`config.mk`:
```
export PLATFORM = sky130hd
export DESIGN_NAME = stt_fsm_prog_flat
export DESIGN_NICKNAME = d
export VERILOG_FILES = /design/src/rtl/stt_fsm_prog_pkg.sv /design/src/rtl/stt_fsm_prog_if.sv /design/src/rtl/stt_fsm_prog_table.sv /design/src/rtl/stt_fsm_prog.sv /design/src/flat_wrapper.sv
export SDC_FILE = /design/constraint.sdc
export NUM_CORES = 2
export LEC_CHECK = 0
export BUFFER_PORTS_ARGS = -buffer_cell sky130_fd_sc_hd__buf_2
export CORE_MARGIN = 2
export CORE_UTILIZATION = 44
export CTS_CLUSTER_DIAMETER = 60
export DETAILED_ROUTE_END_ITERATION = 8
export PLACE_DENSITY = 0.63
export SYNTH_ARGS = -nofsm -noshare
export SYNTH_HDL_FRONTEND = slang
export SYNTH_SLANG_ARGS = --single-unit
export TNS_END_PERCENT = 10
```
`constraint.sdc`:
```
create_clock -name clk -period 5.8 [get_ports clk]
set_input_delay 0.87 -clock clk [delete_from_list [all_inputs] [get_ports clk]]
set_output_delay 0.87 -clock clk [all_outputs]
set_load 0.02 [all_outputs]
```
`src/rtl/stt_fsm_prog_pkg.sv`:
```
// Shared constants and helpers for the programmable state-transition-table FSM.
package stt_pkg;

  localparam int STT_IN_W        = 4;
  localparam int STT_STATE_W     = 3;
  localparam int STT_OUT_W       = 8;
  localparam int STT_NUM_STATES  = 6;
  localparam int STT_RESET_STATE = 0;

  // What the control path does with the current cycle.
  typedef enum logic [2:0] {
    ACT_IDLE,
    ACT_RESTART,
    ACT_HIT,
    ACT_MISS,
    ACT_BAD
  } stt_act_e;

  // Table entry layout is {valid, next, out}.
  function automatic int stt_ent_w(input int state_w, input int out_w);
    return 1 + state_w + out_w;
  endfunction

  function automatic int unsigned stt_addr(input int unsigned s, input int unsigned i,
                                           input int unsigned in_w);
    return (s << in_w) | i;
  endfunction

endpackage

```
`src/rtl/stt_fsm_prog_if.sv`:
```
// Config, step and result signals of stt_fsm_prog grouped as one bus.
interface stt_fsm_prog_if
  import stt_pkg::*;
#(
  parameter int IN_W    = STT_IN_W,
  parameter int STATE_W = STT_STATE_W,
  parameter int OUT_W   = STT_OUT_W
);
  logic                     cfg_we;
  logic [STATE_W+IN_W-1:0]  cfg_addr;
  logic                     cfg_valid;
  logic [STATE_W-1:0]       cfg_next;
  logic [OUT_W-1:0]         cfg_out;
  logic                     restart;
  logic                     in_valid;
  logic [IN_W-1:0]          in;
  logic [OUT_W-1:0]         out;
  logic                     out_valid;
  logic [STATE_W-1:0]       state;
  logic                     miss;
  logic                     err;

  modport master (
    output cfg_we, cfg_addr, cfg_valid, cfg_next, cfg_out, restart, in_valid, in,
    input  out, out_valid, state, miss, err
  );

  modport slave (
    input  cfg_we, cfg_addr, cfg_valid, cfg_next, cfg_out, restart, in_valid, in,
    output out, out_valid, state, miss, err
  );
endinterface

```
`src/rtl/stt_fsm_prog_table.sv`:
```
// Transition table: legality-checked write port, async read that sees the pre-write entry.
module stt_table
  import stt_pkg::*;
#(
  parameter int IN_W       = STT_IN_W,
  parameter int STATE_W    = STT_STATE_W,
  parameter int OUT_W      = STT_OUT_W,
  parameter int NUM_STATES = STT_NUM_STATES
) (
  input  logic                    clk,
  input  logic                    rst_n,
  input  logic                    i_we,
  input  logic [STATE_W+IN_W-1:0] i_waddr,
  input  logic                    i_wvalid,
  input  logic [STATE_W-1:0]      i_wnext,
  input  logic [OUT_W-1:0]        i_wout,
  output logic                    o_werr,
  input  logic [STATE_W+IN_W-1:0] i_raddr,
  output logic                    o_rvalid,
  output logic [STATE_W-1:0]      o_rnext,
  output logic [OUT_W-1:0]        o_rout
);
  localparam int ADDR_W = STATE_W + IN_W;
  localparam int DEPTH  = 1 << ADDR_W;
  localparam int ENT_W  = stt_ent_w(STATE_W, OUT_W);
  localparam logic [STATE_W:0] NS = (STATE_W+1)'(NUM_STATES);

  logic [DEPTH-1:0]   r_vld;
  logic [STATE_W-1:0] r_next [DEPTH];
  logic [OUT_W-1:0]   r_out  [DEPTH];

  logic [STATE_W-1:0] w_wstate;
  logic               w_bad;
  logic [ENT_W-1:0]   w_ent;

  assign w_wstate = i_waddr[ADDR_W-1 -: STATE_W];
  assign w_bad    = ({1'b0, w_wstate} >= NS) || (i_wvalid && ({1'b0, i_wnext} >= NS));
  assign o_werr   = i_we && w_bad;

  // Only the valid bits need clearing; stale fields are unreachable until rewritten.
  always_ff @(posedge clk) begin
    if (!rst_n) begin
      r_vld <= '0;
    end else if (i_we && !w_bad) begin
      r_vld[i_waddr] <= i_wvalid;
    end
  end

  always_ff @(posedge clk) begin
    if (rst_n && i_we && !w_bad) begin
      r_next[i_waddr] <= i_wnext;
      r_out[i_waddr]  <= i_wout;
    end
  end

  assign w_ent    = {r_vld[i_raddr], r_next[i_raddr], r_out[i_raddr]};
  assign o_rvalid = w_ent[ENT_W-1];
  assign o_rnext  = w_ent[ENT_W-2 -: STATE_W];
  assign o_rout   = w_ent[OUT_W-1:0];
endmodule

```
`src/rtl/stt_fsm_prog.sv`:
```
// Table-driven Mealy FSM: state/out/miss/err registers with rst_n > restart > step priority.
module stt_fsm_prog
  import stt_pkg::*;
#(
  parameter int IN_W        = STT_IN_W,
  parameter int STATE_W     = STT_STATE_W,
  parameter int OUT_W       = STT_OUT_W,
  parameter int NUM_STATES  = STT_NUM_STATES,
  parameter int RESET_STATE = STT_RESET_STATE
) (
  input logic           clk,
  input logic           rst_n,
  stt_fsm_prog_if.slave bus
);
  localparam int ADDR_W = STATE_W + IN_W;
  localparam logic [STATE_W:0]   NS = (STATE_W+1)'(NUM_STATES);
  localparam logic [STATE_W-1:0] RS = STATE_W'(RESET_STATE);

  logic [STATE_W-1:0] r_state, w_state_n;
  logic [OUT_W-1:0]   r_out, w_out_n;
  logic               r_ovld, w_ovld_n;
  logic               r_miss, w_miss_n;
  logic               r_err, w_err_n;

  logic [ADDR_W-1:0]  w_raddr;
  logic               w_rvalid;
  logic [STATE_W-1:0] w_rnext;
  logic [OUT_W-1:0]   w_rout;
  logic               w_cfg_err;
  stt_act_e           w_act;

  assign w_raddr = ADDR_W'(stt_addr(32'(r_state), 32'(bus.in), IN_W));

  stt_table #(
    .IN_W       (IN_W),
    .STATE_W    (STATE_W),
    .OUT_W      (OUT_W),
    .NUM_STATES (NUM_STATES)
  ) u_table (
    .clk      (clk),
    .rst_n    (rst_n),
    .i_we     (bus.cfg_we),
    .i_waddr  (bus.cfg_addr),
    .i_wvalid (bus.cfg_valid),
    .i_wnext  (bus.cfg_next),
    .i_wout   (bus.cfg_out),
    .o_werr   (w_cfg_err),
    .i_raddr  (w_raddr),
    .o_rvalid (w_rvalid),
    .o_rnext  (w_rnext),
    .o_rout   (w_rout)
  );

  always_comb begin
    w_act = ACT_IDLE;
    if (bus.restart)                      w_act = ACT_RESTART;
    else if (bus.in_valid) begin
      if ({1'b0, r_state} >= NS)          w_act = ACT_BAD;
      else if (w_rvalid)                  w_act = ACT_HIT;
      else                                w_act = ACT_MISS;
    end
  end

  // out and miss deliberately hold across idle cycles.
  always_comb begin
    w_state_n = r_state;
    w_out_n   = r_out;
    w_ovld_n  = 1'b0;
    w_miss_n  = r_miss;
    w_err_n   = r_err | w_cfg_err;
    unique case (w_act)
      ACT_RESTART: begin
        w_state_n = RS;
        w_out_n   = '0;
        w_miss_n  = 1'b0;
      end
      ACT_HIT: begin
        w_state_n = w_rnext;
        w_out_n   = w_rout;
        w_ovld_n  = 1'b1;
        w_miss_n  = 1'b0;
      end
      ACT_MISS: begin
        w_out_n   = '0;
        w_ovld_n  = 1'b1;
        w_miss_n  = 1'b1;
      end
      ACT_BAD: begin
        w_state_n = RS;
        w_out_n   = '0;
        w_ovld_n  = 1'b1;
        w_err_n   = 1'b1;
      end
      default: ;
    endcase
  end

  always_ff @(posedge clk) begin
    if (!rst_n) begin
      r_state <= RS;
      r_out   <= '0;
      r_ovld  <= 1'b0;
      r_miss  <= 1'b0;
      r_err   <= 1'b0;
    end else begin
      r_state <= w_state_n;
      r_out   <= w_out_n;
      r_ovld  <= w_ovld_n;
      r_miss  <= w_miss_n;
      r_err   <= w_err_n;
    end
  end

  assign bus.state     = r_state;
  assign bus.out       = r_out;
  assign bus.out_valid = r_ovld;
  assign bus.miss      = r_miss;
  assign bus.err       = r_err;
endmodule

```
`src/flat_wrapper.sv`:
```
// flat-port wrapper written by rule: the top's interface ports become plain ports
module stt_fsm_prog_flat import stt_pkg::*;
#(
  parameter int IN_W        = STT_IN_W,
  parameter int STATE_W     = STT_STATE_W,
  parameter int OUT_W       = STT_OUT_W,
  parameter int NUM_STATES  = STT_NUM_STATES,
  parameter int RESET_STATE = STT_RESET_STATE
)
  (clk, rst_n, bus_cfg_we, bus_cfg_addr, bus_cfg_valid, bus_cfg_next, bus_cfg_out, bus_restart, bus_in_valid, bus_in, bus_out, bus_out_valid, bus_state, bus_miss, bus_err);
  stt_fsm_prog_if #(.IN_W(IN_W), .STATE_W(STATE_W), .OUT_W(OUT_W)) bus_i ();
  input logic clk;
  input logic rst_n;
  input wire logic [$bits(bus_i.cfg_we)-1:0] bus_cfg_we;
  input wire logic [$bits(bus_i.cfg_addr)-1:0] bus_cfg_addr;
  input wire logic [$bits(bus_i.cfg_valid)-1:0] bus_cfg_valid;
  input wire logic [$bits(bus_i.cfg_next)-1:0] bus_cfg_next;
  input wire logic [$bits(bus_i.cfg_out)-1:0] bus_cfg_out;
  input wire logic [$bits(bus_i.restart)-1:0] bus_restart;
  input wire logic [$bits(bus_i.in_valid)-1:0] bus_in_valid;
  input wire logic [$bits(bus_i.in)-1:0] bus_in;
  output wire logic [$bits(bus_i.out)-1:0] bus_out;
  output wire logic [$bits(bus_i.out_valid)-1:0] bus_out_valid;
  output wire logic [$bits(bus_i.state)-1:0] bus_state;
  output wire logic [$bits(bus_i.miss)-1:0] bus_miss;
  output wire logic [$bits(bus_i.err)-1:0] bus_err;
  assign bus_i.cfg_we = bus_cfg_we;
  assign bus_i.cfg_addr = bus_cfg_addr;
  assign bus_i.cfg_valid = bus_cfg_valid;
  assign bus_i.cfg_next = bus_cfg_next;
  assign bus_i.cfg_out = bus_cfg_out;
  assign bus_i.restart = bus_restart;
  assign bus_i.in_valid = bus_in_valid;
  assign bus_i.in = bus_in;
  assign bus_out = bus_i.out;
  assign bus_out_valid = bus_i.out_valid;
  assign bus_state = bus_i.state;
  assign bus_miss = bus_i.miss;
  assign bus_err = bus_i.err;
  stt_fsm_prog #(.IN_W(IN_W), .STATE_W(STATE_W), .OUT_W(OUT_W), .NUM_STATES(NUM_STATES), .RESET_STATE(RESET_STATE)) u_core (.clk(clk), .rst_n(rst_n), .bus(bus_i));
endmodule
```
==> impl_metrics.py <==
metrics = {
    "synth": {
        "synth_area_leader_cell": "edfxtp_1",
        "synthDistinctLibCells": 69,
        "ys_async_sr_fraction_pct": 0,
        "synth_area_leaders": "edfxtp_1 (71%), mux4_2 (14%), dfxtp_1 (3.7%), mux2i_1 (1.7%), a21oi_1 (1.1%)",
        "ys.flop_type": "edfxtp_1",
        "synth_area_um2": 59000,
        "yosysWarnings": 0,
        "synth-edff-count": 1392,
        "synth_top_area_share_pct": 70.8,
        "syn_area_per_cell_um2": 19.6,
        "synthTopCellsByCount": "edfxtp_1 (1392), mux4_2 (362), nor2_1 (131)",
        "ys_ff_latch": 1502,
        "syn_inst": 3013,
        "ys_seq_area_share_pct": 74.6,
        "yosysMostFrequentCell": "edfxtp_1",
    },
    "placement": {
        "dpl.hpwl_um": 88800,
        "placed_cell_area_um2": 63000,
        "portBuffers": 41,
        "dp.cells": 5129,
        "place.gp.congestion": 0.880,
    },
    "clock_tree": {
        "clkTransAtPathRegs_ns": 0.06,
        "clock_latency_ns": 0.79,
        "post_cts_buffers": 0,
        "cts_resized": 0,
        "numCtsBuffers": 153,
        "cts_hold_buffers": 0,
        "cts.sinks": 1502,
        "cts_tree": "built",
        "htreeDepth": 4,
        "clockBufferDepth": 3,
        "root_buffer": "clkbuf_16",
    },
    "route": {
        "drt_iter0_drc": 4244,
        "top_layer_used": "met5",
        "drc": 0,
        "dr_wl_met3_um": 11400,
        "wl_met1_um": 61700,
        "wirelength_um": 147000,
        "viasPerCell": 5.77,
        "dr.pass1.iters": 6,
        "wl_met2_um": 69200,
        "ant_nets": 0,
        "wl_per_cell_um": 27.3,
        "via_count": 31100,
    },
    "global_route": {
        "grt_max_degree": 98,
        "grt_use_total_pct": 21.7,
        "grt_pass1_wl_um": 214000,
        "grt_pass1_vias": 30700,
        "antenna_found_initial": 4,
        "grt_overflow": 0,
    },
    "layout": {
        "fin_nets": 3544,
        "fin_area_um2": 67600,
        "final_layout_size_suffix_gt1_share_pct": 22.3,
        "fin_util_pct": 50.7,
        "fin_cells": 5395,
        "antenna_cells": 0,
        "syn2layout_area_growth_pct": 14.6,
    },
    "die": {
        "core_um2": 133000,
        "num_rows": 134,
        "fp.dieArea_um2": 137000,
        "io_pins": 42,
        "dieWidth_um": 370,
        "initial_core_util_pct": 44.3,
        "die_h_um": 370,
    },
    "outcome": {
        "status": "finished clean",
    },
    "setup_path": {
        "arrival_ns": 4.25,
        "crit_path_end_kind": "flip-flop",
        "cp_cell_sequence": "buf_8, buf_12, buf_4, mux4_2, mux4_2, a221oi_1, and3_1, a221oi_1",
        "worstSetupPathType": "in2reg",
        "critPathMaxFanout": 48,
        "cp-start-kind": "input pin",
        "cpMaxStageDelayCell": "a221oi_1",
        "slowest_delay_ns": 0.63,
        "required_ns": 6.44,
    },
    "worst_hold_path": {
        "min-delay-path-class": "in2reg",
    },
    "sta": {
        "fin_skew_ns": 0.0228,
        "period_minus_slack_ns": 3.61,
        "drv_slew": 0,
        "fin_crit_sh_pct": 62.3,
        "tightest_slew_ns": 1.25,
        "hold_ws_ns": 0.399,
        "setup_viol": 0,
        "setup_tns_ns": 0,
        "slew_headroom_pct": 16.5,
        "rsz0062_at_grt": "no",
        "hold_viol": 0,
        "fmax_ghz": 0.277,
    },
    "power": {
        "p_per_area_nw_per_um2": 335,
        "power.leakage_nw": 22.1,
        "vdd_ir_drop_max_v": 0.000327,
    },
    "flow_run": {
        "cap_violations": 0,
    },
}
## cells in the final DEF (no fill, tap or decap), types with 8 or more instances in the layout
master     instances
o221ai_1           9
a31oi_1            9
dfxtp_1          108
nand3_1          119
clkinv_1          28
a22oi_1           46
a21oi_1          130
a211oi_1           8
clkinv_2          24
and2_1             9
a221oi_1          27
o211ai_1          11
nor2b_1           12
buf_12             8
nor3_1            15
nand2b_1          12
clkbuf_1          39
o21ai_1           10
nor2_1           127
edfxtp_1        1392
nand2_1           93
buf_4            173
clkbuf_16        158
o21ai_0          112
mux4_2           362
conb_1           336
mux2_2            16
buf_2             26
bufinv_16          8
mux2i_1           98
## flip-flops by register name (all words and copies together) (netlist names)
signal and flops:
u_core.bus.err 1, u_core.u_table.r_vld 96, u_core.bus.out_valid 1, u_core.u_table.r_next 368, u_core.bus.state 3, u_core.bus.miss 1, u_core.u_table.r_out 1024, u_core.bus.out 8
## per-stage QoR
| stage | setup WS [ns] | power (mW) |
|---|---|---|
| 6_report | 2.19 | 22.6 |
| 5_1_grt | 2.04 | 23.3 |
| 4_1_cts | 2.17 | 22.8 |
| 3_5_place_dp | 1.36 | 13.5 |
| 3_3_place_gp | 1.37 | 13.5 |
| 2_1_floorplan | 2.75 | 13.0 |
## routing by layer
metal  GRT usage [%]  vias up
met5               0        -
met4            7.51        6
met3            4.26      281
met2            33.6     1356
met1            30.8    16400
li1                -    13100
## logic make-up after synthesis
kind of cell    after synthesis  synth area share, %
compound gates              407                 4.32
flops                      1502                 74.6
buf+inv                     204                 2.02
mux                         476                 15.8
simple gates                423                 3.30
other cells                   1              0.00636
## critical path, delay by kind of cell
kind | cells | cell delay (ns)
buffers and inverters | 3 | 1.15
AND/OR/NAND/NOR | 1 | 0.30
multiplexers | 2 | 1.11
AO/OA/AOI/OAI | 2 | 0.72
## area by class of cell
cell class              instances  area, um2
flip-flops and latches       1502      44000
inverters                       8       32.5
repair buffers                209       1620
well taps                    1768       2210
fillers                     10700      65700
clock buffers                 197       4100
clock inverters                69        576
multi-input cells            1642      15100
## worst paths after layout
path / endpoint / slack [ns] / start / depth (start not counted)
setup / recovery: u_core.bus.out[0] / 2.19 / bus_in[0] / 8
hold / removal: u_core.bus.err / 0.40 / bus_cfg_we / 3
setup reg to reg: u_core.bus.state[2] / 2.66 / u_core.bus.state[1] / 8
hold reg to reg: u_core.u_table.r_vld[22] / 0.47 / u_core.u_table.r_vld[22] / 2
## where the power goes
group          switching, mW  internal (mW)  total (mW)
Clock                   4.00           5.33        9.33
Sequential            0.0544           12.1        12.1
Combinational          0.767          0.435        1.20
Note: power is estimated with default switching activity, not from simulation.
